$ cat config.mk
export PLATFORM = sky130hd
export DESIGN_NAME = dma_desc_sequencer
export DESIGN_NICKNAME = d
export VERILOG_FILES = /design/src/rtl/dma_desc_sequencer.sv
export SDC_FILE = /design/constraint.sdc
export NUM_CORES = 1
export LEC_CHECK = 0
export ABC_CLOCK_PERIOD_IN_PS = 9500
export CAP_MARGIN = 25
export CORE_MARGIN = 2
export CORE_UTILIZATION = 30
export CTS_BUF_LIST = sky130_fd_sc_hd__clkbuf_8 sky130_fd_sc_hd__clkbuf_16
export DETAILED_ROUTE_END_ITERATION = 12
export HOLD_SLACK_MARGIN = 0.02
export PLACE_DENSITY = 0.55
export SLEW_MARGIN = 10
export SYNTH_ARGS = -nofsm -noshare
export SYNTH_HDL_FRONTEND = slang
export SYNTH_SLANG_ARGS = --single-unit
$ cat constraint.sdc
create_clock -name clk -period 9.5 [get_ports clk]
set_input_delay 1.425 -clock clk [delete_from_list [all_inputs] [get_ports clk]]
set_output_delay 1.425 -clock clk [all_outputs]
set_load 0.005 [all_outputs]
$ cat src/rtl/dma_desc_sequencer.sv
// dma_desc_sequencer: turns one tile request into a series of DMA descriptors.
// Filter and bias tiles get one contiguous descriptor. Channel-planar kinds get
// one descriptor per channel. The first address is computed at start. Each
// following address is the previous one plus a precomputed plane stride.
// Optional feature macro: DMA_DESC_SEQ_RANGE_CHECK_EN. When it is defined,
// address overflow raises a sticky err_o and the sequence ends early.
// When it is undefined, addresses wrap and err_o is tied low.
//
// Descriptor handshake: a descriptor transfers on a rising edge where
// desc_valid_o && desc_ready_i. Once desc_valid_o rises, it stays high and
// desc_addr_o/desc_len_o/desc_last_o stay constant until that transfer.
// desc_valid_o never depends combinationally on desc_ready_i.
module dma_desc_sequencer #(
  parameter int ADDR_W     = 32,
  parameter int LEN_W      = 32,
  parameter int CH_W       = 7,
  parameter int PSUM_BYTES = 2
) (
  input  logic              clk,
  input  logic              rst,
  input  logic              start_i,
  input  logic [2:0]        kind_i,
  input  logic              stride2_i,
  input  logic [ADDR_W-1:0] base_addr_i,
  input  logic [LEN_W-1:0]  plane_i,
  input  logic [LEN_W-1:0]  elem_off_i,
  input  logic [LEN_W-1:0]  tile_n_i,
  input  logic [15:0]       ch_start_i,
  input  logic [CH_W-1:0]   tile_ch_i,
  output logic              desc_valid_o,
  input  logic              desc_ready_i,
  output logic [ADDR_W-1:0] desc_addr_o,
  output logic [LEN_W-1:0]  desc_len_o,
  output logic              desc_last_o,
  input  logic              dma_done_i,
  output logic              busy_o,
  output logic              done_o,
  output logic              err_o,
  output logic [1:0]        state_o
);

  // The wide intermediate width holds the full offset arithmetic.
  // This lets an overflow past ADDR_W be seen rather than silently dropped.
  localparam int WIDE = ADDR_W + LEN_W + 24;

`ifdef DMA_DESC_SEQ_RANGE_CHECK_EN
  localparam bit RANGE_CHK = 1'b1;
`else
  localparam bit RANGE_CHK = 1'b0;
`endif

  typedef enum logic [1:0] {
    S_IDLE  = 2'd0,
    S_ISSUE = 2'd1,
    S_WAIT  = 2'd2,
    S_DONE  = 2'd3
  } state_t;

  state_t state_q, state_d;

  logic [ADDR_W-1:0] addr_q;
  logic [LEN_W-1:0]  len_q;
  logic [WIDE-1:0]   step_q;
  logic [CH_W-1:0]   ch_cnt_q;
  logic [CH_W-1:0]   tile_ch_q;
  logic              single_q;

  // Decode of the request presented on the start cycle.
  logic              start_acc;
  logic              is_psum;
  logic              is_single;
  logic [WIDE-1:0]   esz_w;
  logic [LEN_W-1:0]  esz_l;
  logic [LEN_W-1:0]  len_base;
  logic [WIDE-1:0]   first_w;
  logic [WIDE-1:0]   step_w;
  logic [WIDE-1:0]   next_w;
  logic              first_ovf;
  logic              next_ovf;
  logic              first_err;
  logic              next_err;
  logic              last_q;
  logic              wait_done;

  assign start_acc = start_i && (state_q == S_IDLE);
  assign is_psum   = (kind_i == 3'd2) || (kind_i == 3'd3) || (kind_i == 3'd4);
  assign is_single = (kind_i == 3'd0) || (kind_i == 3'd2);
  assign esz_w     = is_psum ? WIDE'(PSUM_BYTES) : WIDE'(1);
  assign esz_l     = is_psum ? LEN_W'(PSUM_BYTES) : LEN_W'(1);
  assign len_base  = ((kind_i == 3'd5) && stride2_i) ? (tile_n_i >> 1) : tile_n_i;

  // The multiply happens only here, once per start. The loop below only adds.
  assign first_w   = WIDE'(base_addr_i) +
                     (WIDE'(ch_start_i) * WIDE'(plane_i) + WIDE'(elem_off_i)) * esz_w;
  assign step_w    = WIDE'(plane_i) * esz_w;
  assign next_w    = WIDE'(addr_q) + step_q;
  assign first_ovf = |first_w[WIDE-1:ADDR_W];
  assign next_ovf  = |next_w[WIDE-1:ADDR_W];
  assign first_err = RANGE_CHK && first_ovf;
  assign next_err  = RANGE_CHK && next_ovf;

  assign last_q    = single_q || (ch_cnt_q == (tile_ch_q - CH_W'(1)));
  assign wait_done = (state_q == S_WAIT) && dma_done_i;

  // State register.
  always_ff @(posedge clk) begin
    if (rst) state_q <= S_IDLE;
    else     state_q <= state_d;
  end

  // Next-state logic. Starts are ignored outside IDLE and DMA completions outside WAIT.
  always_comb begin
    state_d = state_q;
    case (state_q)
      S_IDLE: begin
        if (start_i) begin
          if (is_single)                               state_d = S_ISSUE;
          else if ((tile_ch_i == '0) || first_err)     state_d = S_DONE;
          else                                         state_d = S_ISSUE;
        end
      end
      S_ISSUE: if (desc_ready_i) state_d = S_WAIT;
      S_WAIT: begin
        if (dma_done_i) begin
          if (last_q || next_err) state_d = S_DONE;
          else                    state_d = S_ISSUE;
        end
      end
      S_DONE:  state_d = S_IDLE;
      default: state_d = S_IDLE;
    endcase
  end

  // Descriptor datapath: capture the request at start, step the address per channel.
  always_ff @(posedge clk) begin
    if (rst) begin
      addr_q    <= '0;
      len_q     <= '0;
      step_q    <= '0;
      ch_cnt_q  <= '0;
      tile_ch_q <= '0;
      single_q  <= 1'b0;
    end else if (start_acc) begin
      addr_q    <= is_single ? base_addr_i : first_w[ADDR_W-1:0];
      len_q     <= len_base * esz_l;
      step_q    <= step_w;
      ch_cnt_q  <= '0;
      tile_ch_q <= tile_ch_i;
      single_q  <= is_single;
    end else if (wait_done && !last_q) begin
      addr_q   <= next_w[ADDR_W-1:0];
      ch_cnt_q <= ch_cnt_q + CH_W'(1);
    end
  end

`ifdef DMA_DESC_SEQ_RANGE_CHECK_EN
  logic err_q;

  // Sticky overflow flag. It clears only when a new request is accepted.
  always_ff @(posedge clk) begin
    if (rst)                                  err_q <= 1'b0;
    else if (start_acc)                       err_q <= !is_single && (tile_ch_i != '0) && first_err;
    else if (wait_done && !last_q && next_err) err_q <= 1'b1;
  end

  assign err_o = err_q;
`else
  assign err_o = 1'b0;
`endif

  // Output decode from the registered state.
  always_comb begin
    desc_valid_o = (state_q == S_ISSUE);
    desc_last_o  = (state_q == S_ISSUE) && last_q;
    busy_o       = (state_q == S_ISSUE) || (state_q == S_WAIT);
    done_o       = (state_q == S_DONE);
    desc_addr_o  = addr_q;
    desc_len_o   = len_q;
    state_o      = state_q;
  end

endmodule
=== Word-level counts from Yosys, hierarchy flattened ===
Index checks and enable logic that the tools add are counted.
Widths: inputs -> output; s select.

* Register bits after elaboration: 113
* Bits in latches: 0
* RAM bits: 0
* Memory bits (read-only): 0
* Input port bits: 160
* Output and inout bits: 71
* Logic and storage cells: 57
* Memories kept: 0

* Add/sub/neg operators: 5
* Multiply operators: 4
* Div/mod/pow operators: 0
* Magnitude comparators: 0
* Equal/unequal tests: 11
* Shift-type cells: 0
* Multiplexer cells: 13
* Bitwise operators: 0
* Reductions and logical operators: 17

{| class="wikitable"
|+ Operators by type and width
! operator !! count
|-
| $mux 32 || 4
|-
| $add 32x32->32 || 2
|-
| $mul 32x2->32 || 2
|-
| $add 48x32->49 || 1
|-
| $mul 49x2->32 || 1
|-
| $mul 16x32->48 || 1
|-
| $mux 2 || 8
|-
| $pmux 2 s4 || 1
|-
| $add 7x1->7 const B || 1
|-
| $eq 7x7->1 || 1
|-
| $logic_not 7->1 || 1
|-
| $sub 7x1->7 const B || 1
|-
| $eq 3x2->1 const B || 2
|-
| $eq 3x3->1 const B || 2
|-
| $logic_and 1x1->1 || 5
|-
| $logic_or 1x1->1 || 5
|-
| $eq 2x2->1 const B || 2
|-
| $ne 2x2->1 const B || 2
|-
| $logic_not 3->1 || 1
|-
| $reduce_and 3->1 || 1
|-
| $eq 2x1->1 const B || 1
|-
| $logic_not 2->1 || 1
|-
| $ne 2x1->1 const B || 1
|-
| $reduce_bool 2->1 || 1
|-
| other kinds (2) || 2
|}

=== Depth between registers and ports, before layout ===
* Depth after elaboration: 8
* Mapped depth: 38
* Mapped depth without buffers: 35

=== Least setup slack after synthesis ===
No wires, ideal clock.

* Kind: input -> register
* Start: input port plane_i[11]
* End: register addr_q[31] (netlist: desc_addr_o[31])
* Setup time: 122 ps
* Arrival time: 9387 ps
* Required time: 9378 ps
* Slack: -9 ps
* Stages: 35
* Path buffers: 2
* Cell sequence: clkbuf_1 clkbuf_1 nand2_1 fa_1 fa_1 fa_1 inv_1 fa_1 fa_1 inv_1 fa_1 inv_1 ha_1 a21oi_1 nand2_1 nor3_1 o21ai_0 a21o_1 a21o_1 a21o_1 a21oi_1 xor2_1 mux2i_1 ha_1 ha_1 nand2_1 o21ai_0 nor4_1 o41a_1 nand2_1 o21a_1 o211ai_1 o31a_1 o31a_1 o311a_1

* Word-level cells in the longest chain between the ends: 6

{| class="wikitable"
|+ Ends and longest elaborated chain
! element !! RTL line !! RTL
|-
| start: declaration || 25 || <nowiki>input logic [LEN_W-1:0] plane_i,</nowiki>
|-
| $mul 16x32->48 || 94 || <nowiki>(WIDE'(ch_start_i) * WIDE'(plane_i) + WIDE'(elem_off_i)) * esz_w;</nowiki>
|-
| $add 48x32->49 || 94 ||
|-
| $mul 49x2->32 || 94 ||
|-
| $add 32x32->32 || 93 || <nowiki>assign first_w = WIDE'(base_addr_i) +</nowiki>
|-
| $mux 32 || 144 || <nowiki>addr_q <= is_single ? base_addr_i : first_w[ADDR_W-1:0];</nowiki>
|-
| $mux 32 || 143 || <nowiki>end else if (start_acc) begin</nowiki>
|-
| end signal: assignment || 144 ||
|-
| end signal: assignment || 151 || <nowiki>addr_q <= next_w[ADDR_W-1:0];</nowiki>
|-
| end: declaration || 61 || <nowiki>logic [ADDR_W-1:0] addr_q;</nowiki>
|}

No other way between the ends.
A chain may end at the register's enable or synchronous reset.

=== Final worst setup path ===
* Start: input port ch_start_i[12]
* End: register addr_q[31] (netlist: desc_addr_o[31])

* Word-level cells in the longest chain between the ends: 6

{| class="wikitable"
|+ Ends and longest elaborated chain
! element !! RTL line !! RTL
|-
| start: declaration || 28 || <nowiki>input logic [15:0] ch_start_i,</nowiki>
|-
| $mul 16x32->48 || 94 ||
|-
| $add 48x32->49 || 94 ||
|-
| $mul 49x2->32 || 94 ||
|-
| $add 32x32->32 || 93 ||
|-
| $mux 32 || 144 ||
|-
| $mux 32 || 143 ||
|}

No other way between the ends.

==> impl_metrics.py <==
metrics = {
    "status": {
        "status": "finished clean",
    },
    "logic_synthesis": {
        "syn_area_per_cell_um2": 7.82,
        "synth_ff_type": "dfxtp_1",
        "yosys_warnings": 0,
        "synth_top_family_by_area": "adder cells",
        "ys_types": 82,
        "synth-xor-area-share_pct": 5.63,
        "synth_edf_count": 0,
        "async_flop_share_pct": 0,
        "synthMuxAreaShare_pct": 1.39,
        "ys_seq_elements": 113,
        "syn_inst": 2977,
        "synth_area_mm2": 0.0233,
        "synth-simple-area-share_pct": 19.6,
        "yosys.area_share.adder_pct": 38.0,
        "ys_seq_area_share_pct": 9.72,
        "synth-compound-area-share_pct": 14.5,
    },
    "route": {
        "antenna_left": 0,
        "routed_wl_um": 78400,
        "drc_errors": 0,
        "post_drt_wl_per_cell_um": 18.0,
        "num_vias": 20900,
        "drtIter0Drc": 1352,
        "routed_via_density": 4.79,
        "dr.pass1.iters": 5,
    },
    "sta": {
        "maxSlewViolCount": 0,
        "hold_violations": 0,
        "finalSetupViolations": 0,
        "finalCriticalPeriod_ps": 9150,
        "tightest_slew_ps": 1010,
        "skew_ps": 8.86,
        "max-slew-margin-rel_pct": 32.6,
        "fin_crit_sh_pct": 96.3,
        "fin_hold_ws_ps": 456,
        "timing.fmax_mhz": 109,
    },
    "cts": {
        "cts_buffer_depth": 2,
        "path_clk_slew_ps": 60,
        "cts_num_sinks": 113,
        "cts_tree": "built",
        "cts-root-buf": "clkbuf_16",
        "clock_latency_ps": 440,
        "cts.htree.levels": 4,
        "hold_buffers": 0,
        "cts_inserted_buffers": 17,
    },
    "global_route": {
        "grt_max_degree": 85,
        "grt_usage_pct": 19.6,
        "antenna_found_initial": 3,
        "overflow": 0,
        "grt_pass1_vias": 21000,
        "grt_pass1_wl_um": 121000,
    },
    "critical_path": {
        "path_max_fanout": 12,
        "cp_num_buf_inv": 6,
        "max_stage_delay_ps": 560,
        "r2r-end": "desc_addr_o[30]$_SDFFE_PP0P_",
        "reg2reg_depth": 13,
        "cpMaxStageDelayCell": "fa_1",
        "startpoint_type": "input port",
        "worstPathArrival_ps": 9480,
        "r2r_slack_ps": 5880,
        "endpoint_kind": "flip-flop",
        "crit_family": "adder cells",
        "crit_start": "ch_start_i[12]",
        "cp_data_required_time_ps": 9830,
        "critical_path_class": "input port to flip-flop",
        "regToRegStartpoint": "step_q[0]$_SDFFE_PP0P_",
        "crit_top_cell": "fa_1",
    },
    "min_path": {
        "hold_path_depth": 2,
        "hold-path-endpoint": "desc_len_o[31]$_SDFFE_PP0P_",
        "hp-class": "flip-flop to flip-flop",
        "hp-start": "desc_len_o[31]$_SDFFE_PP0P_",
    },
    "die": {
        "io_pins": 231,
        "start_util_pct": 30.2,
        "die_height_um": 283,
        "chipWidth_um": 283,
        "coreArea_mm2": 0.0771,
        "dieArea_mm2": 0.0798,
        "row_count": 102,
    },
    "cells_and_area": {
        "drive_gt1_share_pct": 12.9,
        "syn2layout_area_growth_pct": 27.3,
        "nets": 3979,
    },
    "job": {
        "cap_violations": 0,
    },
    "placement": {
        "port_buffers": 229,
        "gp_congestion": 0.904,
        "dp_hpwl_um": 64400,
    },
}
## timing repair
action / CTS / global route
gates resized for setup: 26 / 154
setup endpoints to repair: 5 / 12
cloned: 0 / 3
setup buffers: 0 / 10
pin swaps: 16 / 79
## worst max-delay path by stage
stage                                         to  slack (ps)  cells past startpoint
floorplan           desc_addr_o[31]$_SDFFE_PP0P_          50                     35
global placement    desc_addr_o[31]$_SDFFE_PP0P_        -600                     34
detailed placement  desc_addr_o[31]$_SDFFE_PP0P_        -730                     35
CTS                 desc_addr_o[31]$_SDFFE_PP0P_          40                     37
global route        desc_addr_o[31]$_SDFFE_PP0P_         -30                     35
finish              desc_addr_o[31]$_SDFFE_PP0P_         350                     33
## placed cells by master (no fill, tap or decap), types with 8 or more instances in the layout
cell type and n:
a21oi_1 114, inv_1 489, and2_1 158, a21boi_0 9, fa_2 8, o21ai_0 83, buf_4 242, clkdlybuf4s50_1 201
or3_1 13, a211oi_1 46, nor2_1 133, buf_12 9, nor3_1 23, dfxtp_1 113, a21o_1 52, o211ai_1 14
nand2_1 500, fa_1 328, nand3_1 41, a211o_1 8, clkbuf_16 20, ha_4 12, a21oi_2 14, o21a_1 22
xnor2_1 97, a31oi_1 32, a311oi_1 21, xor2_1 45, clkbuf_2 8, o21bai_1 13, buf_6 15, nor4_1 9
and3_1 14, mux2i_1 28, ha_1 154, dlymetal6s2s_1 18, nand4_1 11, nor2b_1 10
## stage by stage
step / setup TNS (ps) / util [%] / instance area, um^2 / worst slack (ps) / std cells
2_1_floorplan: 0 / - / 23300 / 47.5 / 2979
3_3_place_gp: -3840 / 36.6 / 28200 / -598 / 4322
3_5_place_dp: -4750 / 36.6 / 28200 / -727 / 4322
4_1_cts: 0 / 37.5 / 28900 / 37.1 / 4351
5_1_grt: -31.6 / 38.4 / 29600 / -31.6 / 4366
6_report: 0 / 38.4 / 29600 / 349 / 4367
## per-layer routing
layer / up-vias / routed length (um) / part of all wire, % / GRT usage [%]
met4: 0 / 832 / 1.1 / 3.53
met5: - / 0 / 0 / 0
met1: 10200 / 38600 / 49 / 29.1
li1: 10200 / - / - / -
met3: 48 / 4410 / 5.6 / 2.22
met2: 558 / 34600 / 44 / 30.5
## logic make-up (layout without fill, tap and decap cells)
kind of cell             Yosys count  in the layout
AND/OR/NAND/NOR                  986            986
buffers and inverters            680           1024
adder cells (fa/ha/maj)          506            506
XOR/XNOR                         148            148
AO/OA/AOI/OAI                    511            511
other                              1              7
flip-flops                       113            113
multiplexers                      32             32
## state kept, by name, summed over array words and instances (netlist names)
register     flops
desc_addr_o     32
state_o          2
ch_cnt_q         7
tile_ch_q        7
step_q          32
single_q         1
desc_len_o      32
## cells in the mapped netlist, types with 5 or more instances
cell type  instances  area share [%]
a211o_1            8            0.30
a211oi_1          46             1.5
a21boi_0           9            0.29
a21o_1            52             1.7
a21oi_1          130             2.8
a221oi_1           8            0.30
a311oi_1          22            0.83
a31o_2             5            0.19
a31oi_1           33            0.89
and2_1           163             4.4
and3_1            15            0.40
buf_1             13            0.21
buf_2              7            0.15
clkbuf_1         162             2.6
dfxtp_1          113             9.7
fa_1             336              29
ha_1             170             9.1
inv_1            494             8.0
mux2i_1           29             1.2
nand2_1          506             8.2
nand2b_1           7            0.19
nand3_1           44            0.95
nand4_1           11            0.30
nor2_1           137             2.2
nor2b_1           10            0.27
nor3_1            27            0.58
nor4_1            11            0.30
o211ai_1          14            0.45
o21a_1            22            0.71
o21ai_0           90             1.9
o21bai_1          13            0.42
o311ai_0           5            0.19
o31a_1             6            0.23
o31ai_1            7            0.23
or2_2              8            0.22
or3_1             13            0.35
xnor2_1          100             3.8
xor2_1            47             1.8
## area by class of cell
| cell class | instances | area [um^2] |
|---|---|---|
| inverters | 494 | 1850 |
| clock buffers | 20 | 467 |
| diodes | 4 | 10.0 |
| repair buffers | 501 | 4580 |
| clock inverters | 9 | 134 |
| well taps | 1040 | 1300 |
| multi-input cells | 2186 | 19000 |
| fillers | 8114 | 47500 |
| flip-flops and latches | 113 | 2260 |
## tightest hold or removal path, stage by stage, from the launching register on
cell     delay [ps]
dfxtp_1         310
nand2_1          50
o21ai_1          50
Power is left out: the tool's default activity adds up to more than one toggle a clock period on the data nets, which glitch-free logic cannot reach.
